`config.mk`:
```
export PLATFORM = sky130hd
export DESIGN_NAME = prbs_gen_multi_flat
export DESIGN_NICKNAME = d
export VERILOG_FILES = /design/src/rtl/prbs_pkg.sv /design/src/rtl/prbs_gen_multi_if.sv /design/src/rtl/prbs_lfsr_step.sv /design/src/rtl/prbs_gen_multi.sv /design/src/flat_wrapper.sv
export SDC_FILE = /design/constraint.sdc
export NUM_CORES = 1
export LEC_CHECK = 0
export CORE_ASPECT_RATIO = 0.75
export CORE_MARGIN = 3
export CORE_UTILIZATION = 28
export DETAILED_ROUTE_END_ITERATION = 8
export SYNTH_ARGS = -nofsm -noshare
export SYNTH_HDL_FRONTEND = slang
export SYNTH_SLANG_ARGS = --single-unit
export TNS_END_PERCENT = 20
```
`constraint.sdc`:
```
create_clock -name clk -period 3.5 [get_ports clk]
set_clock_uncertainty 0.2 [all_clocks]
set_input_delay 0.7 -clock clk [delete_from_list [all_inputs] [get_ports clk]]
set_output_delay 0.7 -clock clk [all_outputs]
set_load 0.05 [all_outputs]
```
`src/rtl/prbs_pkg.sv`:
```
// Shared types and polynomial table for the multi-pattern PRBS generator.
// Every polynomial is x^len + x^tap + 1 in Fibonacci form.
package prbs_pkg;

  localparam int MAX_LFSR_W = 31;

  typedef enum logic [2:0] {
    PRBS7  = 3'd0,
    PRBS9  = 3'd1,
    PRBS15 = 3'd2,
    PRBS23 = 3'd3,
    PRBS31 = 3'd4
  } prbs_poly_e;

  typedef struct packed {
    logic [4:0] len;
    logic [4:0] tap;
  } poly_cfg_t;

  localparam poly_cfg_t CFG_PRBS7  = '{len: 5'd7,  tap: 5'd6};
  localparam poly_cfg_t CFG_PRBS9  = '{len: 5'd9,  tap: 5'd5};
  localparam poly_cfg_t CFG_PRBS15 = '{len: 5'd15, tap: 5'd14};
  localparam poly_cfg_t CFG_PRBS23 = '{len: 5'd23, tap: 5'd18};
  localparam poly_cfg_t CFG_PRBS31 = '{len: 5'd31, tap: 5'd28};

  // Codes 5..7 fall back to PRBS7 so the tap index is always defined.
  function automatic poly_cfg_t poly_decode(input logic [2:0] sel);
    poly_cfg_t cfg;
    case (sel)
      PRBS9:   cfg = CFG_PRBS9;
      PRBS15:  cfg = CFG_PRBS15;
      PRBS23:  cfg = CFG_PRBS23;
      PRBS31:  cfg = CFG_PRBS31;
      default: cfg = CFG_PRBS7;
    endcase
    return cfg;
  endfunction

endpackage

```
`src/rtl/prbs_gen_multi_if.sv`:
```
// Control and data bundle of the PRBS generator; master = controller/consumer,
// slave = generator.
interface prbs_gen_multi_if #(
  parameter int DATA_W = 1,
  parameter int CNT_W  = 32
);
  logic              en;
  logic [2:0]        poly_sel;
  logic [15:0]       error_rate;
  logic              inject_once;
  logic [DATA_W-1:0] data_out;
  logic              data_valid;
  logic [DATA_W-1:0] err_flag;
  logic [CNT_W-1:0]  inj_count;

  modport master (
    output en, poly_sel, error_rate, inject_once,
    input  data_out, data_valid, err_flag, inj_count
  );

  modport slave (
    input  en, poly_sel, error_rate, inject_once,
    output data_out, data_valid, err_flag, inj_count
  );
endinterface

```
`src/rtl/prbs_lfsr_step.sv`:
```
// Combinational DATA_W-step unroll of the Fibonacci LFSR; bits[DATA_W-1] is
// the first bit produced. State bits at or above len are don't-care.
module prbs_lfsr_step
  import prbs_pkg::*;
#(
  parameter int DATA_W = 1
) (
  input  logic [MAX_LFSR_W-1:0] state,
  input  logic [4:0]            len,
  input  logic [4:0]            tap,
  output logic [MAX_LFSR_W-1:0] state_next,
  output logic [DATA_W-1:0]     bits
);

  always_comb begin
    logic [MAX_LFSR_W-1:0] s;
    logic                  fb;
    s    = state;
    fb   = 1'b0;
    bits = '0;
    for (int i = DATA_W - 1; i >= 0; i--) begin
      fb      = s[len - 5'd1] ^ s[tap - 5'd1];
      s       = {s[MAX_LFSR_W-2:0], fb};
      bits[i] = fb;
    end
    state_next = s;
  end

endmodule

```
`src/rtl/prbs_gen_multi.sv`:
```
// Runtime-selectable PRBS source, DATA_W bits per clock, with periodic and
// single-shot error injection and a saturating count of inverted bits.
module prbs_gen_multi
  import prbs_pkg::*;
#(
  parameter int DATA_W = 1,
  parameter int CNT_W  = 32
) (
  input  logic             clk,
  input  logic             rst_n,
  prbs_gen_multi_if.slave  bus
);

  localparam logic [MAX_LFSR_W-1:0] SEED = '1;

  poly_cfg_t             cfg;
  logic [MAX_LFSR_W-1:0] lfsr_q, lfsr_d, lfsr_step;
  logic [DATA_W-1:0]     raw_bits;
  logic [15:0]           cnt_q, cnt_d;
  logic                  pend_q, pend_d;
  logic [DATA_W-1:0]     data_out_q, data_out_d;
  logic [DATA_W-1:0]     err_flag_q, err_flag_d;
  logic                  data_valid_q, data_valid_d;
  logic [CNT_W-1:0]      inj_count_q, inj_count_d;
  logic [2:0]            sel_q, sel_d;
  logic                  sel_seen_q, sel_seen_d;
  logic                  sel_change;

  // The live selection drives decode: after a change cycle sel_q equals it anyway.
  assign cfg        = poly_decode(bus.poly_sel);
  assign sel_change = sel_seen_q && (bus.poly_sel != sel_q);

  prbs_lfsr_step #(.DATA_W(DATA_W)) u_step (
    .state      (lfsr_q),
    .len        (cfg.len),
    .tap        (cfg.tap),
    .state_next (lfsr_step),
    .bits       (raw_bits)
  );

  // NOTE: every variable gets a default first so no path through the block
  // leaves it unassigned, which would otherwise infer a latch.
  always_comb begin
    logic [15:0]      c;
    logic             flip;
    logic [CNT_W:0]   inj_sum;
    c            = cnt_q;
    flip         = 1'b0;
    inj_sum      = '0;
    lfsr_d       = lfsr_q;
    cnt_d        = cnt_q;
    pend_d       = pend_q | bus.inject_once;
    data_out_d   = data_out_q;
    err_flag_d   = err_flag_q;
    data_valid_d = 1'b0;
    inj_count_d  = inj_count_q;
    sel_d        = bus.poly_sel;
    sel_seen_d   = 1'b1;

    if (sel_change) begin
      lfsr_d = SEED;
      cnt_d  = 16'd1;
    end else if (bus.en) begin
      lfsr_d = lfsr_step;
      for (int i = DATA_W - 1; i >= 0; i--) begin
        flip = 1'b0;
        if (bus.error_rate == 16'd0) begin
          c = 16'd1;
        end else if (c >= bus.error_rate) begin
          flip = 1'b1;
          c    = 16'd1;
        end else begin
          c = c + 16'd1;
        end
        // A pending single-shot coinciding with a periodic hit flips once only.
        if (i == DATA_W - 1 && pend_q) flip = 1'b1;
        data_out_d[i] = raw_bits[i] ^ flip;
        err_flag_d[i] = flip;
      end
      cnt_d        = c;
      pend_d       = pend_q ? 1'b0 : bus.inject_once;
      data_valid_d = 1'b1;
      inj_sum      = {1'b0, inj_count_q} + (CNT_W + 1)'($countones(err_flag_d));
      inj_count_d  = inj_sum[CNT_W] ? '1 : inj_sum[CNT_W-1:0];
    end
  end

  // NOTE: state registers use non-blocking assignments so all flops update
  // together on the edge regardless of statement order.
  always_ff @(posedge clk or negedge rst_n) begin
    if (!rst_n) begin
      lfsr_q       <= SEED;
      cnt_q        <= 16'd1;
      pend_q       <= 1'b0;
      data_out_q   <= '0;
      err_flag_q   <= '0;
      data_valid_q <= 1'b0;
      inj_count_q  <= '0;
      sel_q        <= 3'd0;
      sel_seen_q   <= 1'b0;
    end else begin
      lfsr_q       <= lfsr_d;
      cnt_q        <= cnt_d;
      pend_q       <= pend_d;
      data_out_q   <= data_out_d;
      err_flag_q   <= err_flag_d;
      data_valid_q <= data_valid_d;
      inj_count_q  <= inj_count_d;
      sel_q        <= sel_d;
      sel_seen_q   <= sel_seen_d;
    end
  end

  assign bus.data_out   = data_out_q;
  assign bus.data_valid = data_valid_q;
  assign bus.err_flag   = err_flag_q;
  assign bus.inj_count  = inj_count_q;

endmodule

```
`src/flat_wrapper.sv`:
```
// flat-port wrapper written by rule: the top's interface ports become plain ports
module prbs_gen_multi_flat import prbs_pkg::*;
#(
  parameter int DATA_W = 1,
  parameter int CNT_W  = 32
)
  (clk, rst_n, bus_en, bus_poly_sel, bus_error_rate, bus_inject_once, bus_data_out, bus_data_valid, bus_err_flag, bus_inj_count);
  prbs_gen_multi_if #(.DATA_W(DATA_W), .CNT_W(CNT_W)) bus_i ();
  input  logic clk;
  input  logic rst_n;
  input wire logic [$bits(bus_i.en)-1:0] bus_en;
  input wire logic [$bits(bus_i.poly_sel)-1:0] bus_poly_sel;
  input wire logic [$bits(bus_i.error_rate)-1:0] bus_error_rate;
  input wire logic [$bits(bus_i.inject_once)-1:0] bus_inject_once;
  output wire logic [$bits(bus_i.data_out)-1:0] bus_data_out;
  output wire logic [$bits(bus_i.data_valid)-1:0] bus_data_valid;
  output wire logic [$bits(bus_i.err_flag)-1:0] bus_err_flag;
  output wire logic [$bits(bus_i.inj_count)-1:0] bus_inj_count;
  assign bus_i.en = bus_en;
  assign bus_i.poly_sel = bus_poly_sel;
  assign bus_i.error_rate = bus_error_rate;
  assign bus_i.inject_once = bus_inject_once;
  assign bus_data_out = bus_i.data_out;
  assign bus_data_valid = bus_i.data_valid;
  assign bus_err_flag = bus_i.err_flag;
  assign bus_inj_count = bus_i.inj_count;
  prbs_gen_multi #(.DATA_W(DATA_W), .CNT_W(CNT_W)) u_core (.clk(clk), .rst_n(rst_n), .bus(bus_i));
endmodule
```
==> results list <==
- Mapped Cells: 488
- Via density: 4.929
- The number of antenna violations at the first check in global routing is 0.
* Placement Setup Slack: -0.4651 ns
- The die is 157.1 microns wide.
- TritonCTS built the clock tree.
* Wire length of the first global-routing pass: 19680 microns
- After the flow finishes, the layout carries non-filler instances totaling 794.
* Detailed-routing iteration count for the pre-antenna-repair pass: 5
- Endpoint of the lowest-slack register-to-register path: u_core.bus.inj_count[24]
* #FFs+latches synth: 87
* Shortest clock period the worst path allows after layout: 3.387 ns
* Max stage delay cell, worst path: sky130_fd_sc_hd__clkdlybuf4s50_1
- Counting instances in the post-synthesis netlist gives the leading cell types as sky130_fd_sc_hd__nand2_1, sky130_fd_sc_hd__dfrtp_1, sky130_fd_sc_hd__o21ai_0.
- The initialized floorplan defines 40 standard-cell rows.
* Number of antenna-violating nets in the routed design: 0
* Path depth of the worst reg2reg path: 16
* Layer carrying the most global-route usage: met2
- The worst setup path is captured at a flip-flop.
* Number of warnings reported in the yosys synthesis log: 0
- Crit-path max FO: 3
- After clock tree synthesis, the clock-pin slew on the worst setup and hold paths is 0.07 ns.
- Worst path cell trace: clkdlybuf4s50_1 > inv_1 > ha_1 > or3_1 > a221oi_2 > o21ai_1 > a21o_1 > ha_2 > nand2_2 > inv_2 > and4_4 > and4_4 > nand2b_4 > nor3_4 > mux2_4
- By area, the combinational part of the netlist is dominated by simple AND/OR/NAND/NOR gates.
- The die is 119.3 microns tall.
- CP peak stage delay: 0.49 ns
* Leakage: 2.954 nW
- Once placement completed, the tool counted placed cells totaling 775.
- CTS Buf Count: 9
- Cell area reported after detailed placement: 5857 sq um
* H-Tree Depth: 3
- In this run the number of cells on the critical path is 15.
- Summing all non-filler instances in the final layout gives an area of 6394 sq um.
- Arr. time, crit path: 3.41 ns
- For this configuration, the core starts out at a cell density of 29.21%.
- Residual overflow from global routing: 0
* Power per cell area: 425.5 nW/um^2
- The floorplan step defined a die boundary enclosing 18750 sq um.
- Boundary Pins: 58
- Post-synthesis cell type count: 56
- In this run the register-to-register setup slack is 0.16 ns.
- Critical path launch point type: input pin
- Number of flops mapped to enable cells by yosys: 0
* Latest clock arrival within the worst-skew pair: 0.33 ns
- In the global route stage, met2 resource usage came out at 19.40%.
* Root buffer cell: sky130_fd_sc_hd__clkbuf_16
* Relative area change from synthesis to final layout: 33.35%
- Detailed-route wire length per cell: 15.03 microns
* Final setup fails: 0
- Synth async-reset ratio: 100.0%
* Net count of the mapped netlist: 531
- The core region is 16420 sq um.
* Largest net degree at the start of global routing: 70
* DRC violation count after routing: 0
- Cell accounting for the most synthesized area: sky130_fd_sc_hd__dfrtp_1
* Post-Syn Area: 4795 sq um
* Buffers from clock root to sink, at most: 2
- Across the run, the number of max-cap violations was 0.
- Initial drt markers: 172
- During placement, the flow inserted port buffers numbering 57.
- Antenna Diode Count: 0
- The number of buffers and inverters on the critical path is 3.
- At the end of the flow the core is filled with cells to 38.95%.
- Kind of path behind the tightest hold check: input pin to async pin
- Final count of pins violating max slew: 0
- In the final layout, the share of cells above drive strength 1 is 22.26%.
- Across every metal layer, demand over resource in global routing totals 12.85%.
- Adder-cell share of the synthesized area: 5.219%
* Pin slew with the least headroom to its limit: 0.8957 ns
* Net count reported at finish: 622
* Number of vias in the routed layout: 3914
- IR Drop Worst-Case VDD: 338.9 uV
- Fill cells in the final layout number 1597.
- In the finished design, the share of the clock period the worst path needs comes to 96.78%.
- XOR/XNOR Fraction of Synth Area: 4.749%
* Met1 track utilization from global routing: 18.40%
- Share of the synthesized area in the top cell type: 28.71%
- Once detailed placement completed, the half-perimeter wirelength came to 8688 microns.
- Number of buffers added to fix hold violations after cts: 0
- In the post-synthesis netlist, the biggest area contributors are sky130_fd_sc_hd__dfrtp_1, sky130_fd_sc_hd__dfstp_2, sky130_fd_sc_hd__o22a_1.
* Via count of the first global-routing pass: 3938
- Most numerous cell in the Yosys netlist: sky130_fd_sc_hd__nand2_1
- STA puts the critical path data required time at 3.52 ns.
- Highest clock rate: 295.2 MHz
- Among all flip-flop cells after synthesis, the most frequent one is sky130_fd_sc_hd__dfrtp_1.
- The worst register-to-register path begins at u_core.cnt_q[0].
* M3 GR Usage: 3.051%
* Area of the multi-input gates: 2519 sq um
- Total number of clock tree sinks: 87
- Post-synthesis share of cell area spent on and, or, nand and nor gates: 18.24%
* Area fraction in compound gates after synthesis: 16.99%
* Final worst-path setup slack: 0.1126 ns
- A synthesized cell averages 9.825 sq um.
- Routability congestion estimate from global placement: 0.8880
- Wires add up to 11930 microns.
* Register area: 2217 sq um
- The cell family contributing the most delay on the critical path is simple AND/OR/NAND/NOR gates.
- Portion of netlist area occupied by mux cells: 3.810%
- CP dominant cell by count: sky130_fd_sc_hd__and4_4
- Start-to-end type of the worst setup path: input pin to flip-flop
* Max_slew headroom: 40.29%
- Final Hold Fails: 0
* Part of the Yosys area used for sequential elements: 46.24%
- Status: complete, no violations
power breakdown:
group	internal [W]	switching, W	total, W
Clock	0.000649	0.000402	0.00105
Combinational	0.000216	0.000330	0.000547
Sequential	0.00106	0.0000631	0.00112
logic make-up (layout without fill, tap and decap cells):
| logic type | Yosys count | after routing |
|---|---|---|
| fa+ha+maj | 20 | 20 |
| compound gates | 120 | 120 |
| mux | 15 | 15 |
| buf+inv | 52 | 148 |
| simple gates | 167 | 167 |
| other cells | 1 | 1 |
| xor+xnor | 26 | 26 |
| flops | 87 | 87 |
layout make-up:
cell class	count	area share (%)
multi-input combinational	349	39.39
sequential	87	34.68
timing repair buffer	101	14.85
tap	210	4.110
clock buffer	10	3.738
inverter	31	1.820
clock inverter	6	1.409
worst register-to-register path: stages, from the launching register on:
cell	delay (ns)
sky130_fd_sc_hd__dfstp_2	0.55
sky130_fd_sc_hd__inv_1	0.07
sky130_fd_sc_hd__ha_1	0.30
sky130_fd_sc_hd__nand2b_4	0.14
sky130_fd_sc_hd__a211oi_2	0.19
sky130_fd_sc_hd__o21bai_1	0.10
sky130_fd_sc_hd__a221oi_2	0.31
sky130_fd_sc_hd__o21ai_1	0.13
sky130_fd_sc_hd__a21o_1	0.18
sky130_fd_sc_hd__ha_2	0.17
sky130_fd_sc_hd__nand2_2	0.07
sky130_fd_sc_hd__inv_2	0.04
sky130_fd_sc_hd__and4_4	0.14
sky130_fd_sc_hd__and4_4	0.21
sky130_fd_sc_hd__nand2b_4	0.09
sky130_fd_sc_hd__nor3_4	0.05
sky130_fd_sc_hd__mux2_4	0.30
cell usage in the layout (no fill, tap or decap), types with 3 or more instances in the layout:
master                            netlist  routed
sky130_fd_sc_hd__xor2_1                12      12
sky130_fd_sc_hd__a211oi_1               4       3
sky130_fd_sc_hd__mux2i_1               10      10
sky130_fd_sc_hd__xnor2_1               14      14
sky130_fd_sc_hd__o22a_1                32      32
sky130_fd_sc_hd__dfrtp_1               55      55
sky130_fd_sc_hd__nand2_1               62      61
sky130_fd_sc_hd__o21ai_0               36      33
sky130_fd_sc_hd__dfstp_2               32      32
sky130_fd_sc_hd__o31ai_1                3       3
sky130_fd_sc_hd__ha_1                  20      12
sky130_fd_sc_hd__o211ai_1               5       5
sky130_fd_sc_hd__nor2_1                12      12
sky130_fd_sc_hd__a21oi_1               15      14
sky130_fd_sc_hd__nand2b_1              14      11
sky130_fd_sc_hd__clkdlybuf4s50_1        0      39
sky130_fd_sc_hd__nor2b_1                4       4
sky130_fd_sc_hd__buf_4                  2      42
sky130_fd_sc_hd__a31oi_1                3       3
sky130_fd_sc_hd__dlymetal6s2s_1         0      14
sky130_fd_sc_hd__a21o_1                 6       6
sky130_fd_sc_hd__nor4_1                 5       5
sky130_fd_sc_hd__o21ai_1                2       5
sky130_fd_sc_hd__and3_1                14      14
sky130_fd_sc_hd__dlygate4sd2_1          0       3
sky130_fd_sc_hd__inv_2                  0       6
sky130_fd_sc_hd__ha_4                   0       7
sky130_fd_sc_hd__or3_1                  5       4
sky130_fd_sc_hd__nor3_1                 7       6
sky130_fd_sc_hd__clkbuf_16              0       9
sky130_fd_sc_hd__nand3_1               22      21
sky130_fd_sc_hd__nand4_1                7       7
sky130_fd_sc_hd__nand2b_4               0       3
sky130_fd_sc_hd__o22ai_1                3       3
sky130_fd_sc_hd__inv_1                 31      25
metal layers:
metal,part of all wire [%],up-vias
li1,-,1923
met1,51,1919
met2,45,65
met3,3.4,7
met4,0.80,0
met5,0,-
sequential cells by signal, summed over array words and instances, names as in the netlist:
name and cells:
u_core.bus.inj_count 32, u_core.bus.data_out 1, u_core.cnt_q 16, u_core.bus.data_valid 1, u_core.pend_q 1, u_core.bus.err_flag 1
u_core.lfsr_q 31, u_core.sel_q 3, u_core.sel_seen_q 1
worst max-delay path by stage:
stage	startpoint	to	slack [ns]
after detailed placement	bus_error_rate[1]	u_core.bus.inj_count[24]	-0.47
final	bus_error_rate[4]	u_core.bus.inj_count[24]	0.11
after CTS	bus_error_rate[14]	u_core.bus.inj_count[24]	0.002
after global placement	bus_poly_sel[2]	u_core.bus.data_out	-0.42
after floorplan	bus_error_rate[0]	u_core.bus.inj_count[24]	0.001
after global routing	u_core.cnt_q[0]	u_core.bus.inj_count[24]	-0.01
timing repair:
action / 4_1_cts / 5_1_grt
hold endpoints to repair: 0 / 0
pin swaps: 8 / 19
setup endpoints to repair: 31 / 31
setup buffers: 1 / 2
resized for setup: 13 / 35
per-stage QoR:
stage               setup TNS, ns  power [W]  hold slack [ns]
finish                          0   0.002721           0.2790
global route             -0.01018   0.002848           0.2973
CTS                             0   0.002743           0.2760
detailed placement         -13.04   0.001669           0.2676
global placement           -11.08   0.001658           0.2691
floorplan                       0   0.001449           0.2044
Power figures use the tool's default switching activity.
